## src/rtl/lu_pkg.sv

```systemverilog
// Shared definitions for the logic-unit result collector: op encodings,
// FSM state type and default word width.
package lu_pkg;

    localparam int WORD_W_DEF = 4;
    localparam int CNT_W      = 4;

    localparam logic [2:0] OP_XNOR = 3'd0;
    localparam logic [2:0] OP_OR   = 3'd1;
    localparam logic [2:0] OP_XOR  = 3'd2;
    localparam logic [2:0] OP_NOR  = 3'd3;
    localparam logic [2:0] OP_AND  = 3'd4;
    localparam logic [2:0] OP_NAND = 3'd5;
    localparam logic [2:0] OP_NOTA = 3'd6;
    localparam logic [2:0] OP_NOTB = 3'd7;

    typedef enum logic {
        FILL = 1'b0,
        HOLD = 1'b1
    } state_t;

endpackage

```

## src/rtl/lu_select.sv

```systemverilog
// Combinational 8:1 pick of one logic-unit result bit by op code.
module lu_select
    import lu_pkg::*;
(
    input  logic [7:0] res,
    input  logic [2:0] op,
    output logic       sel
);

    always_comb begin
        sel = 1'b0;
        case (op)
            OP_XNOR: sel = res[0];
            OP_OR:   sel = res[1];
            OP_XOR:  sel = res[2];
            OP_NOR:  sel = res[3];
            OP_AND:  sel = res[4];
            OP_NAND: sel = res[5];
            OP_NOTA: sel = res[6];
            OP_NOTB: sel = res[7];
            default: sel = 1'b0;
        endcase
    end

endmodule

```

## src/rtl/lu_collector.sv

```systemverilog
// Packs one selected logic-unit result bit per accepted input into WORD_W-bit
// words (first bit in the MSB) and offers each word with parity downstream.
module lu_collector
    import lu_pkg::*;
#(
    parameter int WORD_W = WORD_W_DEF
) (
    input  logic              clk,
    input  logic              rst,
    input  logic              in_valid,
    output logic              in_ready,
    input  logic [7:0]        in_res,
    input  logic [2:0]        op,
    input  logic              flush,
    output logic              out_valid,
    input  logic              out_ready,
    output logic [WORD_W-1:0] out_word,
    output logic              out_par,
    output logic [7:0]        out_words
);

    localparam logic [CNT_W-1:0] FULL = CNT_W'(WORD_W);

    state_t            state, state_next;
    logic [CNT_W-1:0]  cnt, cnt_next, cnt_acc, pad;
    logic [WORD_W-1:0] sr, sr_next, sr_acc;
    logic [WORD_W-1:0] word_r, word_next;
    logic              par_r, par_next;
    logic [7:0]        words_r, words_next;
    logic              sel_bit;

    lu_select u_select (
        .res (in_res),
        .op  (op),
        .sel (sel_bit)
    );

    always_ff @(posedge clk) begin
        if (rst) begin
            state   <= FILL;
            cnt     <= '0;
            sr      <= '0;
            word_r  <= '0;
            par_r   <= 1'b0;
            words_r <= '0;
        end else begin
            state   <= state_next;
            cnt     <= cnt_next;
            sr      <= sr_next;
            word_r  <= word_next;
            par_r   <= par_next;
            words_r <= words_next;
        end
    end

    // Handshakes: a transfer happens on a rising edge where valid and ready
    // are both high; ready is a pure function of FSM state (FILL accepts,
    // HOLD offers), and the offered word is held unchanged until taken.
    always_comb begin
        state_next = state;
        cnt_next   = cnt;
        sr_next    = sr;
        word_next  = word_r;
        par_next   = par_r;
        words_next = words_r;
        cnt_acc    = cnt;
        sr_acc     = sr;
        pad        = '0;
        in_ready   = 1'b0;
        out_valid  = 1'b0;

        case (state)
            FILL: begin
                in_ready = 1'b1;
                if (in_valid) begin
                    sr_acc  = {sr[WORD_W-2:0], sel_bit};
                    cnt_acc = cnt + 1'b1;
                end
                sr_next  = sr_acc;
                cnt_next = cnt_acc;
                if (cnt_acc == FULL) begin
                    word_next  = sr_acc;
                    par_next   = ^sr_acc;
                    state_next = HOLD;
                end else if (flush && (cnt_acc != '0)) begin
                    // Left-align the partial word so the first bit stays in the MSB.
                    pad        = FULL - cnt_acc;
                    word_next  = sr_acc << pad;
                    par_next   = ^(sr_acc << pad);
                    state_next = HOLD;
                end
            end
            HOLD: begin
                out_valid = 1'b1;
                if (out_ready) begin
                    state_next = FILL;
                    cnt_next   = '0;
                    sr_next    = '0;
                    words_next = words_r + 8'd1;
                end
            end
            default: state_next = FILL;
        endcase
    end

    assign out_word  = word_r;
    assign out_par   = par_r;
    assign out_words = words_r;

endmodule

```

## config.mk

```make
export PLATFORM = sky130hd
export DESIGN_NAME = lu_collector
export DESIGN_NICKNAME = d
export VERILOG_FILES = /design/src/rtl/lu_pkg.sv /design/src/rtl/lu_select.sv /design/src/rtl/lu_collector.sv
export SDC_FILE = /design/constraint.sdc
export NUM_CORES = 1
export LEC_CHECK = 0
export ABC_AREA = 1
export CORE_UTILIZATION = 45
export CTS_CLUSTER_DIAMETER = 150
export DETAILED_ROUTE_END_ITERATION = 6
export PLACE_DENSITY_LB_ADDON = 0.15
export SYNTH_ARGS = -nofsm -noshare
export SYNTH_HDL_FRONTEND = slang
export SYNTH_HIERARCHICAL = 1
export SYNTH_SLANG_ARGS = --single-unit
```

## constraint.sdc

```tcl
create_clock -name clk -period 5.81 [get_ports clk]
set_input_delay 0.581 -clock clk [delete_from_list [all_inputs] [get_ports clk]]
set_output_delay 0.581 -clock clk [all_outputs]
set_load 0.1 [all_outputs]
```

# [Word-level counts from Yosys, hierarchy flattened]
# Index checks and enable logic that the tools add are counted.
[word_totals] ff_bits=22 out_inout_bits=15 wordCells=46
[op_classes] n_addsub=3 n_eq_ne=9 n_shift=1 n_mux=18 bitwise_logic=1 n_reduce_logical=8
[ops] cell="2-to-1 mux 4 bit" n=7
[ops] cell="one-hot mux 4 bit (2 select lines)" n=2
[ops] cell="equality test 3 bit, second input constant" n=4
[ops] cell="adder 8 x 1 -> 8 bit, second input constant" n=1
[ops] cell="one-hot mux 1 bit (8 select lines)" n=1
[ops] cell="XOR reduction 4 bit" n=2
[ops] cell="2-to-1 mux 1 bit" n=7
[ops] cell="equality test 3 x 2 -> 1 bit, second input constant" n=2
[ops] cell="adder 4 x 1 -> 4 bit, second input constant" n=1
[ops] cell="equality test 4 x 3 -> 1 bit, second input constant" n=1
[ops] cell="AND reduction 2 bit" n=2
[ops] cell="nonzero test 4 bit" n=1
[ops] cell="left shift 4 x 4 -> 4 bit" n=1
[ops] cell="subtractor 3 x 4 -> 4 bit, first input constant" n=1
[ops] cell="equality test 3 x 1 -> 1 bit, second input constant" n=1
[ops] cell="zero test 3 bit" n=1
[ops] cell="!= test 2 bit, second input constant" n=1
[ops] cell="one-hot mux 1 bit (2 select lines)" n=1
[ops] cell="nonzero test 2 bit" n=1
[ops] cell="logical AND 1 bit" n=1
[ops] cell="NOT 1 bit" n=1

# [Depth between registers and ports, before layout]
# Gate-level depths: netlist of run 1.
[logic_depth] word_depth=8 mapped_depth=17 ltp_nobuf=17

# [By module]
# Netlist of run 1, hierarchy kept.
[modules_own_cells] module="lu_collector" instances=1 cells_per_inst=199 area_per_inst_um2=1361.3
[modules_own_cells] module="lu_select" instances=1 cells_per_inst=18 area_per_inst_um2=75.1

# [Least setup slack after synthesis of run 1]
# OpenSTA, ideal clock, no wires.
[synth_path] path_type="register to register" startpoint="reg state" endpoint="reg cnt[0]" t_arrival_ns=2.229 required_time_ns=5.739 setup_slack_ns=3.510 stages_incl_launch_ff=5 n_path_buf=0 cell_sequence="dfxtp_1 -> inv_2 -> nor2_1 -> nand2_1 -> a21oi_1"
[synth_via] elab_chain_len=2 word_cells_on_any_way=3
[synth_rtl] item="start, declared" line="lu_collector.sv:24" rtl="state_t state, state_next;"
[synth_rtl] item="start signal, assigned" line="lu_collector.sv:47" rtl="state <= state_next;"
[synth_rtl] item="NOT 1 bit (no line)"
[synth_rtl] item="one-hot mux 4 bit (2 select lines)" line="lu_collector.sv:72" rtl="case (state)"
[synth_rtl] item="end signal, assigned" line="lu_collector.sv:48" rtl="cnt <= cnt_next;"
[synth_rtl] item="end, declared" line="lu_collector.sv:25" rtl="logic [CNT_W-1:0] cnt, cnt_next, cnt_acc, pad;"
# Several ways; a longest one is shown, not always the timed one.
# A chain may end at the register's enable or synchronous reset.

# [Final worst setup path of run 1]
[layout_path] startpoint="in in_valid" endpoint="reg par_r, in the netlist out_par"
[layout_via] elab_chain_len=7 word_cells_on_any_way=15
[layout_rtl] item="start, declared" line="lu_collector.sv:10" rtl="input logic in_valid,"
[layout_rtl] item="2-to-1 mux 4 bit" line="lu_collector.sv:75" rtl="if (in_valid) begin"
[layout_rtl] item="2-to-1 mux 4 bit" line="lu_collector.sv:72"
[layout_rtl] item="subtractor 3 x 4 -> 4 bit" line="lu_collector.sv:87" rtl="pad = FULL - cnt_acc;"
[layout_rtl] item="left shift 4 x 4 -> 4 bit" line="lu_collector.sv:89" rtl="par_next = ^(sr_acc << pad);"
[layout_rtl] item="XOR reduction 4 bit" line="lu_collector.sv:89"
[layout_rtl] item="2-to-1 mux 1 bit" line="lu_collector.sv:85" rtl="end else if (flush && (cnt_acc != '0)) begin"
[layout_rtl] item="2-to-1 mux 1 bit" line="lu_collector.sv:81" rtl="if (cnt_acc == FULL) begin"
[layout_rtl] item="end signal, assigned" line="lu_collector.sv:51" rtl="par_r <= par_next;"
[layout_rtl] item="end, declared" line="lu_collector.sv:28" rtl="logic par_r, par_next;"
# Several ways; a longest one is shown, not always the timed one. The select of a mux whose other input is x is not followed.

==> results of run 1 <==
[metal layers]
metal,up-vias,global-route usage [%],wire (um)
met5,-,0,0
met4,0,6.12,36
met3,4,2.86,79
met2,20,32.7,1420
met1,603,25.0,1480
li1,769,-,-
[worst max-delay path, cell delays in order]
cell and delay [ns]:
sky130_fd_sc_hd__clkdlybuf4s50_1 0.72, sky130_fd_sc_hd__inv_1 0.15, sky130_fd_sc_hd__nand2_1 0.15, sky130_fd_sc_hd__nand2_4 0.09
sky130_fd_sc_hd__ha_1 0.26, sky130_fd_sc_hd__nand3_1 0.10, sky130_fd_sc_hd__nand2_1 0.08, sky130_fd_sc_hd__nor2_2 0.20
sky130_fd_sc_hd__nand3_1 0.12, sky130_fd_sc_hd__nand2_2 0.11, sky130_fd_sc_hd__inv_1 0.06, sky130_fd_sc_hd__nand2_1 0.08
sky130_fd_sc_hd__nand3_2 0.06, sky130_fd_sc_hd__nand3_2 0.07, sky130_fd_sc_hd__a21oi_2 0.05
[state kept, by name, indices dropped and copies added, names as in the netlist]
| signal | count |
|---|---|
| out_words | 8 |
| out_par | 1 |
| out_word | 4 |
| cnt | 4 |
| sr | 4 |
| state | 1 |
[how the worst max path moves through the flow]
| stage | end | from | cells after the start | slack [ns] |
|---|---|---|---|---|
| 2_1_floorplan | cnt[0] | state | 4 | 3.51 |
| 3_3_place_gp | out_par | in_valid | 15 | 2.88 |
| 3_5_place_dp | out_par | in_valid | 15 | 2.80 |
| 4_1_cts | out_par | in_valid | 15 | 3.14 |
| 5_1_grt | out_par | in_valid | 15 | 2.92 |
| 6_report | out_par | in_valid | 15 | 3.12 |
[metrics by stage]
step | hold slack (ns) | instances
finish | 0.478 | 293
global route | 0.495 | 293
CTS | 0.484 | 293
detailed placement | 0.466 | 289
global placement | 0.453 | 289
floorplan | 0.445 | 217
[layout make-up]
type                            instances  area (um^2)  area share [%]
Clock buffer                            3         22.5            1.23
Clock inverter                          1         30.0            1.64
Inverter                               33          124            6.77
Multi-Input combinational cell        160          857            46.9
Sequential cell                        22          440            24.1
Tap cell                               44         55.1            3.01
Timing Repair Buffer                   30          300            16.4
[placed cells by master, fill, tap and decap left out, drive strengths merged]
cell type / n
nand2: 68
or2: 1
clkdlybuf4s50: 30
nor2: 15
xnor2: 3
bufinv: 1
dfxtp: 22
xor2: 1
nor3: 4
nand3b: 1
nand3: 20
o21ai: 19
nand4: 3
and3: 1
ha: 3
inv: 33
clkbuf: 3
o221a: 2
a21oi: 19
[power by group]
part / switching, mW / internal (mW) / leakage, nW / total (mW)
clock: 0.0487 / 0.0697 / 0.0279 / 0.118
sequential: 0.00785 / 0.161 / 0.180 / 0.168
combinational: 0.115 / 0.0532 / 0.598 / 0.169
total: 0.172 / 0.283 / 0.805 / 0.455
[logic make-up after synthesis]
group                      synth area share [%]
and+or+nand+nor                            38.5
adders and majority gates                  2.61
xor gates and xnor gates                   2.44
DFF                                        30.7
AOI/OAI and AO/OA                          16.1
buffers and inverters                      9.67
==> results.json, run 1 <==
{
  "antenna_violating_nets_post_route": 0,
  "synth_edf_count": 0,
  "setup_repair_after_global_routing_missed_its_margin": "false",
  "netlist_top_cells_area": "sky130_fd_sc_hd__dfxtp_1, sky130_fd_sc_hd__nand2_1, sky130_fd_sc_hd__inv_1",
  "detail_route.wirelength_mm": 3.02,
  "pin_count": 31,
  "max-cap-violations": 0,
  "synth.avg_cell_area_um2": 6.62,
  "number_of_global_route_vias_before_repair": 1222,
  "num_antenna_cells": 0,
  "final_design_area_no_fill_mm2": 0.00183,
  "detailed_place_hpwl_mm": 2.42,
  "min_path_type": "reg2reg",
  "floorplan.die_area_mm2": 0.00342,
  "path_class": "in2reg",
  "netlist.area_leader.share_pct": 30.7,
  "hold_path_depth": 2,
  "synth.yosys.warnings": 6,
  "timing.fmax_mhz": 372,
  "async_reset_ff_share_pct": 0,
  "finClkSkew_ns": 0.00362,
  "report.final.slew_viol_count": 0,
  "clock_latency_ns": 0.31,
  "finalCritPeriodShare_pct": 46.3,
  "cts.htree.levels": 1,
  "layout.nets": 269,
  "cts_repair_resize_count": 0,
  "firstDrtPassIters": 4,
  "sequential_to_total_area_share_from_yosys_stat_pct": 30.7,
  "p_total_uw": 455,
  "clock-sinks": 22,
  "die_extent_in_x_um": 58.5,
  "post-place-ws_ns": 2.80,
  "yosysMostFrequentCell": "sky130_fd_sc_hd__nand2_1",
  "core_area_mm2": 0.00303,
  "row_count": 20,
  "postSynthCellCount": 217,
  "post_cts_setup_buffer_count": 0,
  "worst_r2r_end": "out_par",
  "hold-path-endpoint": "sr[3]",
  "r2r.worst_path.cells": 16,
  "initial_antenna_violation_count": 0,
  "post_route_cells_drive_above_1_share_pct": 10.4,
  "dieHeight_um": 58.5,
  "drt_first_iter_violations": 59,
  "worst_reg2reg_path_startpoint": "cnt[0]",
  "final_critical_path_setup_slack_ns": 3.12,
  "synthesis.area_mm2": 0.00144,
  "sum_of_negative_setup_slack_ns": 0,
  "grt_pass1_wl_mm": 5.13,
  "min_from": "sr[3]",
  "final-setup-viol-count": 0,
  "ys_ff_latch": 22,
  "initial_utilization_pct": 47.4,
  "drc": 0,
  "cts_tree": "built",
  "cp_data_required_time_ns": 6.02,
  "worstPathMaxFanout": 11,
  "clk_transition_reported_paths_ns": 0.12,
  "synth_top_area_cell": "sky130_fd_sc_hd__dfxtp_1",
  "count_of_input_and_output_buffers": 30,
  "regToRegSetupSlack_ns": 3.58,
  "static-leakage-power_nw": 0.805,
  "worstSetupStartpointType": "input pin",
  "synth_nets": 236,
  "root_buffer": "sky130_fd_sc_hd__clkbuf_4",
  "vias": 1396,
  "drt-wirelength-per-cell_um": 10.3,
  "tritoncts_buffers": 3,
  "status": "finished clean",
  "worst_setup_path_end_kind": "register",
  "power-per-cell-area_mw_per_mm2": 249,
  "arrival_ns": 2.90,
  "tightestPinTransition_ns": 0.976,
  "fillerInstances": 296,
  "netlist_top_cells_count": "sky130_fd_sc_hd__nand2_1, sky130_fd_sc_hd__inv_1, sky130_fd_sc_hd__dfxtp_1",
  "groute.usage.overall_pct": 19.2,
  "worst_slew_margin_rel_pct": 34.7,
  "grt_overflow_total": 0,
  "synth-main-ff-cell": "sky130_fd_sc_hd__dfxtp_1",
  "grt_max_degree": 14,
  "detail_route.vias_per_cell": 4.76,
  "hold_violations": 0,
  "ctsLongestPathBuffers": 2,
  "ys_types": 30,
  "cts_hold_buf": 0,
  "finalCriticalPeriod_ns": 2.69,
  "area_growth_syn_to_layout_pct": 27.4,
  "vdd_ir_drop_max_v": 0.000153,
  "gp_routability_congestion": 0.823,
  "final_core_utilization_pct": 60.4,
  "placed_cell_area_mm2": 0.00178
}
Power figures use the tool's default switching activity.
==> inputs of run 2 (changes only) <==
==> constraint.sdc (replaced) <==
create_clock -name clk -period 2.25 [get_ports clk]
set_input_delay 0.225 -clock clk [delete_from_list [all_inputs] [get_ports clk]]
set_output_delay 0.225 -clock clk [all_outputs]
set_load 0.1 [all_outputs]
==> run 2 against run 1 <==
  * Global-route usage is 0.85 points higher
  * Sequential power increased to 2.6 times the previous value
  * Cell area grew 4.4%
  * Non-clock buffer count is 15 higher
  * Sequential cell count is the same
  * Largest power group unchanged
  * Clock power rose to 2.6 times the previous value
  * Clock skew up 0.00052 ns
  * Wire length rose by 1.1%
  * Critical endpoint unchanged
==> results.json, run 2 (synthesized netlist as in run 1, its figures left out) <==
{
  "status": "finished clean",
  "floorplan.die_area_mm2": 0.00342,
  "sum_of_negative_setup_slack_ns": 0,
  "mostFrequentLayoutCells": "sky130_fd_sc_hd__nand2_1, sky130_fd_sc_hd__inv_1, sky130_fd_sc_hd__buf_4",
  "initial_antenna_violation_count": 0,
  "finalCriticalPeriod_ns": 2.04,
  "path_class": "reg2reg",
  "fillerInstances": 283,
  "initial_utilization_pct": 47.4,
  "worstPathMaxFanout": 6,
  "groute.usage.overall_pct": 20.1,
  "vdd_ir_drop_max_v": 0.000397,
  "layout.nets": 284,
  "numPlacedInstances": 304,
  "finalCritPeriodShare_pct": 90.6,
  "grt_pass1_wl_mm": 5.38,
  "largest_register_ffs": 8,
  "cts_tree": "built",
  "drt-wirelength-per-cell_um": 9.91,
  "worstSetupStartpoint": "cnt[1]",
  "cts_hold_buf": 0,
  "worst_setup_path_end_kind": "register",
  "number_of_global_route_vias_before_repair": 1327,
  "die_extent_in_x_um": 58.5,
  "setup_repair_after_global_routing_missed_its_margin": "false",
  "tritoncts_buffers": 3,
  "dieHeight_um": 58.5,
  "drc": 0,
  "row_count": 20,
  "cp_data_required_time_ns": 2.46,
  "detail_route.wirelength_mm": 3.05,
  "min_path_type": "reg2reg",
  "layout.area.seq_um2": 442,
  "antenna_violating_nets_post_route": 0,
  "max-cap-violations": 0,
  "fin_worst_hold_slack_ns": 0.475,
  "area_growth_syn_to_layout_pct": 33.0,
  "clock_latency_ns": 0.31,
  "timing.fmax_mhz": 491,
  "final_common_cell": "sky130_fd_sc_hd__nand2_1",
  "count_of_input_and_output_buffers": 30,
  "regToRegSetupSlack_ns": 0.21,
  "vias": 1431,
  "core_area_mm2": 0.00303,
  "arrival_ns": 2.25,
  "clk_transition_reported_paths_ns": 0.13,
  "finish.cell_count_without_fillers": 308,
  "num_antenna_cells": 0,
  "power-per-cell-area_mw_per_mm2": 634,
  "cts.htree.levels": 1,
  "grt_max_degree": 14,
  "finClkSkew_ns": 0.00415,
  "r2r.worst_path.cells": 16,
  "drt_first_iter_violations": 41,
  "worst_r2r_end": "out_par",
  "root_buffer": "sky130_fd_sc_hd__clkbuf_4",
  "worst_slew_margin_rel_pct": 62.5,
  "multi_input_gate_area_in_the_final_layout_um2": 862,
  "post-place-ws_ns": -0.0864,
  "firstDrtPassIters": 4,
  "worst_setup_path_endpoint": "out_par",
  "worst_reg2reg_path_startpoint": "cnt[1]",
  "final_critical_path_setup_slack_ns": 0.212,
  "grt_overflow_total": 0,
  "detail_route.vias_per_cell": 4.65,
  "post_route_cells_drive_above_1_share_pct": 21.6,
  "hold_violations": 0,
  "gp_routability_congestion": 0.827,
  "worstSetupStartpointType": "register",
  "tightestPinTransition_ns": 0.560,
  "detailed_place_hpwl_mm": 2.48,
  "static-leakage-power_nw": 0.906,
  "final-setup-viol-count": 0,
  "clock-sinks": 22,
  "pin_count": 31,
  "report.final.slew_viol_count": 0,
  "ctsLongestPathBuffers": 2
}
run 2: worst min path at each step:
stage                     slack, ns         start      endpoint  cells past startpoint
final                          0.47  out_words[7]  out_words[7]                      2
after global placement         0.45  out_words[7]  out_words[7]                      2
after CTS                      0.48  out_words[7]  out_words[7]                      2
after detailed placement       0.46  out_words[7]  out_words[7]                      2
after floorplan                0.30           rst  out_words[0]                      1
after global routing           0.50  out_words[7]  out_words[7]                      2
run 2: repair_timing:
| action | 4_1_cts | 5_1_grt |
|---|---|---|
| setup buffers | 0 | 0 |
| resized for setup | 0 | 1 |
| setup endpoints to repair | 0 | 1 |
run 2: area by class of cell:
class / instances / area share (%)
well taps: 44 / 2.88
repair buffers: 45 / 19.6
clock inverters: 1 / 1.57
inverters: 33 / 6.48
clock buffers: 3 / 1.18
multi-input cells: 160 / 45.1
flip-flops and latches: 22 / 23.1
run 2: power breakdown:
| group | internal [mW] | switching, mW | leakage (nW) |
|---|---|---|---|
| Combinational | 0.167 | 0.311 | 0.698 |
| Clock | 0.180 | 0.122 | 0.0279 |
| Sequential | 0.415 | 0.0177 | 0.180 |
run 2: through the flow:
step	utilization, %	total power [mW]	area (um^2)
global placement	61.2	0.908	1850
detailed placement	61.2	0.913	1850
floorplan	-	0.776	1440
CTS	62.9	1.22	1910
global route	63.1	1.29	1910
finish	63.1	1.21	1910
run 2: critical path: stages (launching register included):
cell	delay, ns
sky130_fd_sc_hd__dfxtp_1	0.40
sky130_fd_sc_hd__ha_1	0.24
sky130_fd_sc_hd__inv_1	0.05
sky130_fd_sc_hd__nand2_1	0.05
sky130_fd_sc_hd__nand2_1	0.10
sky130_fd_sc_hd__ha_1	0.19
sky130_fd_sc_hd__inv_1	0.06
sky130_fd_sc_hd__nand2_1	0.06
sky130_fd_sc_hd__nand2_1	0.09
sky130_fd_sc_hd__nor2_4	0.16
sky130_fd_sc_hd__nand3_1	0.11
sky130_fd_sc_hd__nand2_2	0.10
sky130_fd_sc_hd__inv_1	0.06
sky130_fd_sc_hd__nand2_1	0.07
sky130_fd_sc_hd__nand3_2	0.06
sky130_fd_sc_hd__nand3_2	0.08
sky130_fd_sc_hd__a21oi_2	0.05
run 2: metal layers:
layer  part of all wire (%)  wire, um  global-route usage [%]  vias up
met4                   0.66        20                    6.46        0
met5                      0         0                       0        -
met2                     48      1470                    35.6       14
met3                    2.0        60                    3.30        2
li1                       -         -                       -      798
met1                     49      1500                    24.7      617
==> inputs of run 3 (changes only) <==
--- a/config.mk
+++ b/config.mk
@@ -6,6 +6,7 @@
 export NUM_CORES = 1
 export LEC_CHECK = 0
 export ABC_AREA = 1
+export ABC_CLOCK_PERIOD_IN_PS = 2250
 export CORE_UTILIZATION = 45
 export CTS_CLUSTER_DIAMETER = 150
 export DETAILED_ROUTE_END_ITERATION = 6
==> results of run 3 <==
Final layout, timing and power as in run 2 (identical DEF).
